==> src/rtl/ram_sequencer_if.sv <==
// Requester-side bundle of the RAM access sequencer: request channel,
// write-data feed and read-data return stream.
interface ram_sequencer_if;
  localparam int unsigned ADDR_W = 5;
  localparam int unsigned LEN_W  = 3;
  localparam int unsigned DATA_W = 32;

  logic              req_valid;
  logic              req_ready;
  logic              req_we;
  logic [ADDR_W-1:0] req_addr;
  logic [LEN_W-1:0]  req_len;
  logic [DATA_W-1:0] wr_data;
  logic              wr_data_ready;
  logic [DATA_W-1:0] rd_data;
  logic              rd_valid;
  logic              rd_last;
  logic              busy;

  modport master (
    output req_valid, req_we, req_addr, req_len, wr_data,
    input  req_ready, wr_data_ready, rd_data, rd_valid, rd_last, busy
  );

  modport slave (
    input  req_valid, req_we, req_addr, req_len, wr_data,
    output req_ready, wr_data_ready, rd_data, rd_valid, rd_last, busy
  );
endinterface

==> src/rtl/ram_sequencer.sv <==
// Turns single/burst read-write requests into one registered RAM access per
// clock for a negedge-sampling 32x32 RAM, and returns captured read words.
module ram_sequencer #(
  localparam int unsigned BURST_MAX = 8,
  localparam int unsigned ADDR_W    = 5,
  localparam int unsigned DATA_W    = 32,
  localparam int unsigned LEN_W     = $clog2(BURST_MAX)
) (
  input  logic              clock,
  input  logic              reset_n,
  ram_sequencer_if.slave    req_if,
  output logic [ADDR_W-1:0] ram_address,
  output logic [DATA_W-1:0] ram_data_in,
  output logic              ram_we,
  output logic              ram_chip_select,
  input  logic [DATA_W-1:0] ram_data_out
);

  typedef enum logic {IDLE, ACCESS} state_t;

  state_t            state_q, state_d;
  logic [LEN_W-1:0]  cnt_q, cnt_d;
  logic              we_q, we_d;
  logic [ADDR_W-1:0] addr_d;
  logic [DATA_W-1:0] din_d;
  logic              cs_d, ram_we_d;
  logic              rd_pend_q, rd_pend_d;
  logic              rd_pend_last_q, rd_pend_last_d;
  logic              wdr_c;

  // Next-state and next-pin computation
  always_comb begin
    state_d        = state_q;
    cnt_d          = cnt_q;
    we_d           = we_q;
    addr_d         = ram_address;
    din_d          = ram_data_in;
    cs_d           = ram_chip_select;
    ram_we_d       = ram_we;
    rd_pend_d      = 1'b0;
    rd_pend_last_d = 1'b0;
    wdr_c          = 1'b0;
    unique case (state_q)
      IDLE: begin
        wdr_c = req_if.req_valid && req_if.req_we;
        if (req_if.req_valid) begin
          state_d        = ACCESS;
          we_d           = req_if.req_we;
          cnt_d          = req_if.req_len;
          addr_d         = req_if.req_addr;
          cs_d           = 1'b1;
          ram_we_d       = req_if.req_we;
          if (req_if.req_we) din_d = req_if.wr_data;
          rd_pend_d      = !req_if.req_we;
          rd_pend_last_d = (req_if.req_len == LEN_W'(0));
        end
      end
      ACCESS: begin
        if (cnt_q != LEN_W'(0)) begin
          wdr_c          = we_q;
          addr_d         = ram_address + ADDR_W'(1);
          cnt_d          = cnt_q - LEN_W'(1);
          if (we_q) din_d = req_if.wr_data;
          rd_pend_d      = !we_q;
          rd_pend_last_d = (cnt_q == LEN_W'(1));
        end else begin
          // final beat has had its full cycle on the pins
          cs_d     = 1'b0;
          ram_we_d = 1'b0;
          state_d  = IDLE;
        end
      end
      default: state_d = IDLE;
    endcase
  end

  assign req_if.wr_data_ready = wdr_c;

  // State, RAM pins and read-return registers
  always_ff @(posedge clock or negedge reset_n) begin
    if (!reset_n) begin
      state_q          <= IDLE;
      cnt_q            <= '0;
      we_q             <= 1'b0;
      ram_address      <= '0;
      ram_data_in      <= '0;
      ram_we           <= 1'b0;
      ram_chip_select  <= 1'b0;
      rd_pend_q        <= 1'b0;
      rd_pend_last_q   <= 1'b0;
      req_if.req_ready <= 1'b1;
      req_if.busy      <= 1'b0;
      req_if.rd_data   <= '0;
      req_if.rd_valid  <= 1'b0;
      req_if.rd_last   <= 1'b0;
    end else begin
      state_q          <= state_d;
      cnt_q            <= cnt_d;
      we_q             <= we_d;
      ram_address      <= addr_d;
      ram_data_in      <= din_d;
      ram_we           <= ram_we_d;
      ram_chip_select  <= cs_d;
      rd_pend_q        <= rd_pend_d;
      rd_pend_last_q   <= rd_pend_last_d;
      req_if.req_ready <= (state_d == IDLE);
      req_if.busy      <= (state_d == ACCESS);
      // only sample the RAM output after a read beat; it is undriven otherwise
      if (rd_pend_q) begin
        req_if.rd_data  <= ram_data_out;
        req_if.rd_valid <= 1'b1;
        req_if.rd_last  <= rd_pend_last_q;
      end else begin
        req_if.rd_valid <= 1'b0;
        req_if.rd_last  <= 1'b0;
      end
    end
  end

endmodule
==> src/flat_wrapper.sv <==
// flat-port wrapper written by rule: the top's interface ports become plain ports
module ram_sequencer_flat 
#(
  localparam int unsigned BURST_MAX = 8,
  localparam int unsigned ADDR_W    = 5,
  localparam int unsigned DATA_W    = 32,
  localparam int unsigned LEN_W     = $clog2(BURST_MAX)
)
  (clock, reset_n, ram_address, ram_data_in, ram_we, ram_chip_select, ram_data_out, req_if_req_valid, req_if_req_we, req_if_req_addr, req_if_req_len, req_if_wr_data, req_if_req_ready, req_if_wr_data_ready, req_if_rd_data, req_if_rd_valid, req_if_rd_last, req_if_busy);
  ram_sequencer_if req_if_i ();
  input  logic clock;
  input  logic reset_n;
  output logic [ADDR_W-1:0] ram_address;
  output logic [DATA_W-1:0] ram_data_in;
  output logic ram_we;
  output logic ram_chip_select;
  input  logic [DATA_W-1:0] ram_data_out;
  input wire logic [$bits(req_if_i.req_valid)-1:0] req_if_req_valid;
  input wire logic [$bits(req_if_i.req_we)-1:0] req_if_req_we;
  input wire logic [$bits(req_if_i.req_addr)-1:0] req_if_req_addr;
  input wire logic [$bits(req_if_i.req_len)-1:0] req_if_req_len;
  input wire logic [$bits(req_if_i.wr_data)-1:0] req_if_wr_data;
  output wire logic [$bits(req_if_i.req_ready)-1:0] req_if_req_ready;
  output wire logic [$bits(req_if_i.wr_data_ready)-1:0] req_if_wr_data_ready;
  output wire logic [$bits(req_if_i.rd_data)-1:0] req_if_rd_data;
  output wire logic [$bits(req_if_i.rd_valid)-1:0] req_if_rd_valid;
  output wire logic [$bits(req_if_i.rd_last)-1:0] req_if_rd_last;
  output wire logic [$bits(req_if_i.busy)-1:0] req_if_busy;
  assign req_if_i.req_valid = req_if_req_valid;
  assign req_if_i.req_we = req_if_req_we;
  assign req_if_i.req_addr = req_if_req_addr;
  assign req_if_i.req_len = req_if_req_len;
  assign req_if_i.wr_data = req_if_wr_data;
  assign req_if_req_ready = req_if_i.req_ready;
  assign req_if_wr_data_ready = req_if_i.wr_data_ready;
  assign req_if_rd_data = req_if_i.rd_data;
  assign req_if_rd_valid = req_if_i.rd_valid;
  assign req_if_rd_last = req_if_i.rd_last;
  assign req_if_busy = req_if_i.busy;
  ram_sequencer u_core (.clock(clock), .reset_n(reset_n), .req_if(req_if_i), .ram_address(ram_address), .ram_data_in(ram_data_in), .ram_we(ram_we), .ram_chip_select(ram_chip_select), .ram_data_out(ram_data_out));
endmodule
==> config.mk <==
export PLATFORM = sky130hd
export DESIGN_NAME = ram_sequencer_flat
export DESIGN_NICKNAME = d
export VERILOG_FILES = /design/src/rtl/ram_sequencer_if.sv /design/src/rtl/ram_sequencer.sv /design/src/flat_wrapper.sv
export SDC_FILE = /design/constraint.sdc
export NUM_CORES = 1
export LEC_CHECK = 0
export ABC_AREA = 1
export CORE_MARGIN = 5
export CORE_UTILIZATION = 45
export CTS_CLUSTER_SIZE = 8
export DETAILED_ROUTE_END_ITERATION = 7
export PLACE_DENSITY = 0.86
export SETUP_SLACK_MARGIN = 0.1
export SYNTH_ARGS = -nofsm -noshare
export SYNTH_HDL_FRONTEND = slang
export SYNTH_SLANG_ARGS = --single-unit
==> constraint.sdc <==
create_clock -name clock -period 2.9 [get_ports clock]
set_input_delay 0.435 -clock clock [delete_from_list [all_inputs] [get_ports clock]]
set_output_delay 0.435 -clock clock [all_outputs]
set_load 0.02 [all_outputs]
==> summary.txt <==
Detailed routing
  • Post-DR wirelength/cell: 16.4 um
  • Via count: 2,746
  • DRT antenna net count: 0
  • Vias per cell: 4.87
  • DRC viols: 0
  • DRT Wirelength: 9260 um
  • DRT iter0 DRCs: 125
  • DRT Pass-1 Iters: 4

Clock network
  • Post-CTS setup buffer count: 0
  • Resized Gates After CTS: 0
  • Clock Latency Late Sink: 330 ps
  • CTS root buffer: clkbuf_8
  • Hold Buf Count CTS: 0
  • Number of H-tree levels: 3
  • CTS clk-pin slew, worst paths: 80 ps
  • CTS max path bufs: 2
  • TritonCTS buffer count: 9
  • Clock Sinks: 81
  • TritonCTS clock tree: done

Placement
  • Global placer's final weighted congestion: 0.895
  • Port Buffer Count: 151
  • Dpl hpwl: 6850 um

Final layout
  • Layout Nets: 540
  • Layout cell share with drive strength beyond 1: 15.3%
  • Fill cells: 519
  • Commonest non-fill, non-tap cell in the layout: clkdlybuf4s50_1
  • Finished Core Util: 70.8%
  • Most frequent cells in the layout: 150 x clkdlybuf4s50_1, 92 x nand2_1, 80 x dfrtp_1
  • Antenna diodes: 0
  • Synthesis-to-finish area growth: 52.5%

Floorplanning
  • Die Wd: 96.7 um
  • Placement Rows: 31
  • Initial Utilization: 46.4%
  • Die H: 96.7 um
  • Core box area: 7290 um2
  • # IOs: 152
  • Die Area: 9360 um2

Timing
  • Final Hold Fails: 0
  • Fin crit period: 2450 ps
  • Slew @ Worst Pin: 982 ps
  • Fin. max-slew vios: 0
  • Max Clock Freq: 408 MHz
  • Final hold slack: 252 ps
  • Setup Skew: 7.93 ps
  • Fin crit share: 84.5%
  • Max_slew headroom: 34.6%
  • Unrepaired setup endpoints after global routing: no
  • Final setup viols: 0
  • Setup TNS: 0 ps

Outcome
  • Status: finished, final reports clean

Synth
  • Ys Warns: 0
  • Part of the Yosys area used for sequential elements: 59.9%
  • Synth Cell Area: 3390 um2
  • Avg Cell Area, Syn: 11.0 um2
  • #FFs+latches synth: 81
  • Count of cell types in the netlist: 24
  • Syn Inst Count: 308
  • Syn nets: 388

Setup path
  • CP startpoint: u_core.cnt_q[0]
  • Worst r2r src: u_core.cnt_q[0]
  • CP Capture Type: output pin
  • CP Max Fanout: 3
  • Worst-path cell with the longest stage delay: clkdlybuf4s50_1
  • Worst EP arrival: 2020 ps
  • Critical path cell sequence: inv_1 -> ha_1 -> nand2_1 -> nand3_2 -> nand2_8 -> clkdlybuf4s50_1
  • Worst path required time: 2470 ps
  • Critical path class: reg -> out
  • Largest stage delay, worst path: 630 ps
  • Startpoint types: flop

GRT
  • Initial antenna violation count: 0
  • First-pass GRT wire length: 15,000 um
  • Pin count of the biggest net entering global routing: 82
  • GRT overflow: 0
  • Vias in the first global route: 2,845
  • Tot GR Track Use: 19.8%

Pwr
  • Pwr/cell area: 1220 nW/um2
  • Worst VDD drop: 0.000564 V
  • Leak: 2.35 nW

Min path
  • Hold crit path type: in -> async

Run
  • Max-cap violations: 0
## final cells by class
type                            count  area, um2  share of cell area, %
Clock buffer                       10        138                   2.66
Clock inverter                      6       90.1                   1.74
Inverter                           14       65.1                   1.26
Multi-Input combinational cell    199       1180                   22.9
Sequential cell                    81       2030                   39.3
Tap cell                           99        124                   2.40
Timing Repair Buffer              155       1540                   29.8
## cells by family after synthesis
family	synth area share, %
buffers and inverters	5.21
muxes	10.6
and+or+nand+nor	20.7
DFF	59.9
adders and majority gates	1.48
AOI/OAI and AO/OA	2.11
## per-stage QoR
step / worst slack [ps] / instance area [um2] / total power, mW / std cells
final: 450 / 5160 / 6.29 / 564
after global routing: 350 / 5160 / 6.69 / 564
after CTS: 429 / 5160 / 6.36 / 564
after detailed placement: 517 / 4940 / 5.42 / 548
after global placement: 523 / 4940 / 5.27 / 548
after floorplan: 1330 / 3390 / 3.93 / 308
## flip-flops by register name (all words and copies together) (netlist names)
name                     flops
u_core.cnt_q                 3
u_core.ram_address           5
u_core.ram_chip_select       1
u_core.ram_data_in          32
u_core.ram_we                1
u_core.rd_pend_last_q        1
u_core.rd_pend_q             1
u_core.req_if.busy           1
u_core.req_if.rd_data       32
u_core.req_if.rd_last        1
u_core.req_if.rd_valid       1
u_core.req_if.req_ready      1
u_core.we_q                  1
## cell usage after synthesis
master | number | area [um2]
nand2_2 | 10 | 62.6
nand2_8 | 3 | 60.1
nor2_1 | 1 | 3.75
inv_8 | 1 | 11.3
buf_12 | 1 | 20.0
buf_4 | 3 | 22.5
mux2_2 | 32 | 360
dfrtp_1 | 80 | 2000
inv_6 | 1 | 8.76
nand3_1 | 40 | 200
nand4_1 | 2 | 12.5
buf_2 | 7 | 35.0
a21oi_1 | 2 | 10.0
nor3_1 | 1 | 5.00
dfstp_2 | 1 | 26.3
ha_1 | 4 | 50.1
nand2_1 | 92 | 345
inv_1 | 11 | 41.3
buf_6 | 3 | 33.8
o2bb2ai_1 | 1 | 8.76
inv_2 | 1 | 3.75
o22ai_1 | 2 | 12.5
o21ai_0 | 8 | 40.0
nand3_2 | 1 | 10.0
## final timing paths
path | end | slack (ps) | depth (start not counted)
max | req_if_wr_data_ready | 450 | 6
min | u_core.req_if.rd_data[18] | 250 | 1
max reg2reg | u_core.ram_data_in[25] | 1270 | 8
min reg2reg | u_core.req_if.rd_last | 500 | 2
max in group asynchronous | u_core.ram_data_in[17] | 2010 | 1
min in group clock | u_core.req_if.rd_last | 500 | 2
## critical path, delay by kind of cell, from the launching register on
kind / cells / cell delay, ps
DFF: 1 / 380
buffers and inverters: 2 / 710
and+or+nand+nor: 3 / 360
adders and majority gates: 1 / 230
## layer usage
metal	share of wire (%)	GRT usage (%)
met1	44	26.0
met2	47	31.5
met3	6.8	5.76
met4	1.7	6.91
met5	0	0
## power by group
part	total [mW]	switching (mW)	internal [mW]
sequential	2.09	0.393	1.70
clock	0.916	0.404	0.512
combinational	3.28	1.72	1.55
total	6.29	2.52	3.77
Note: power is estimated with default switching activity, not from simulation.
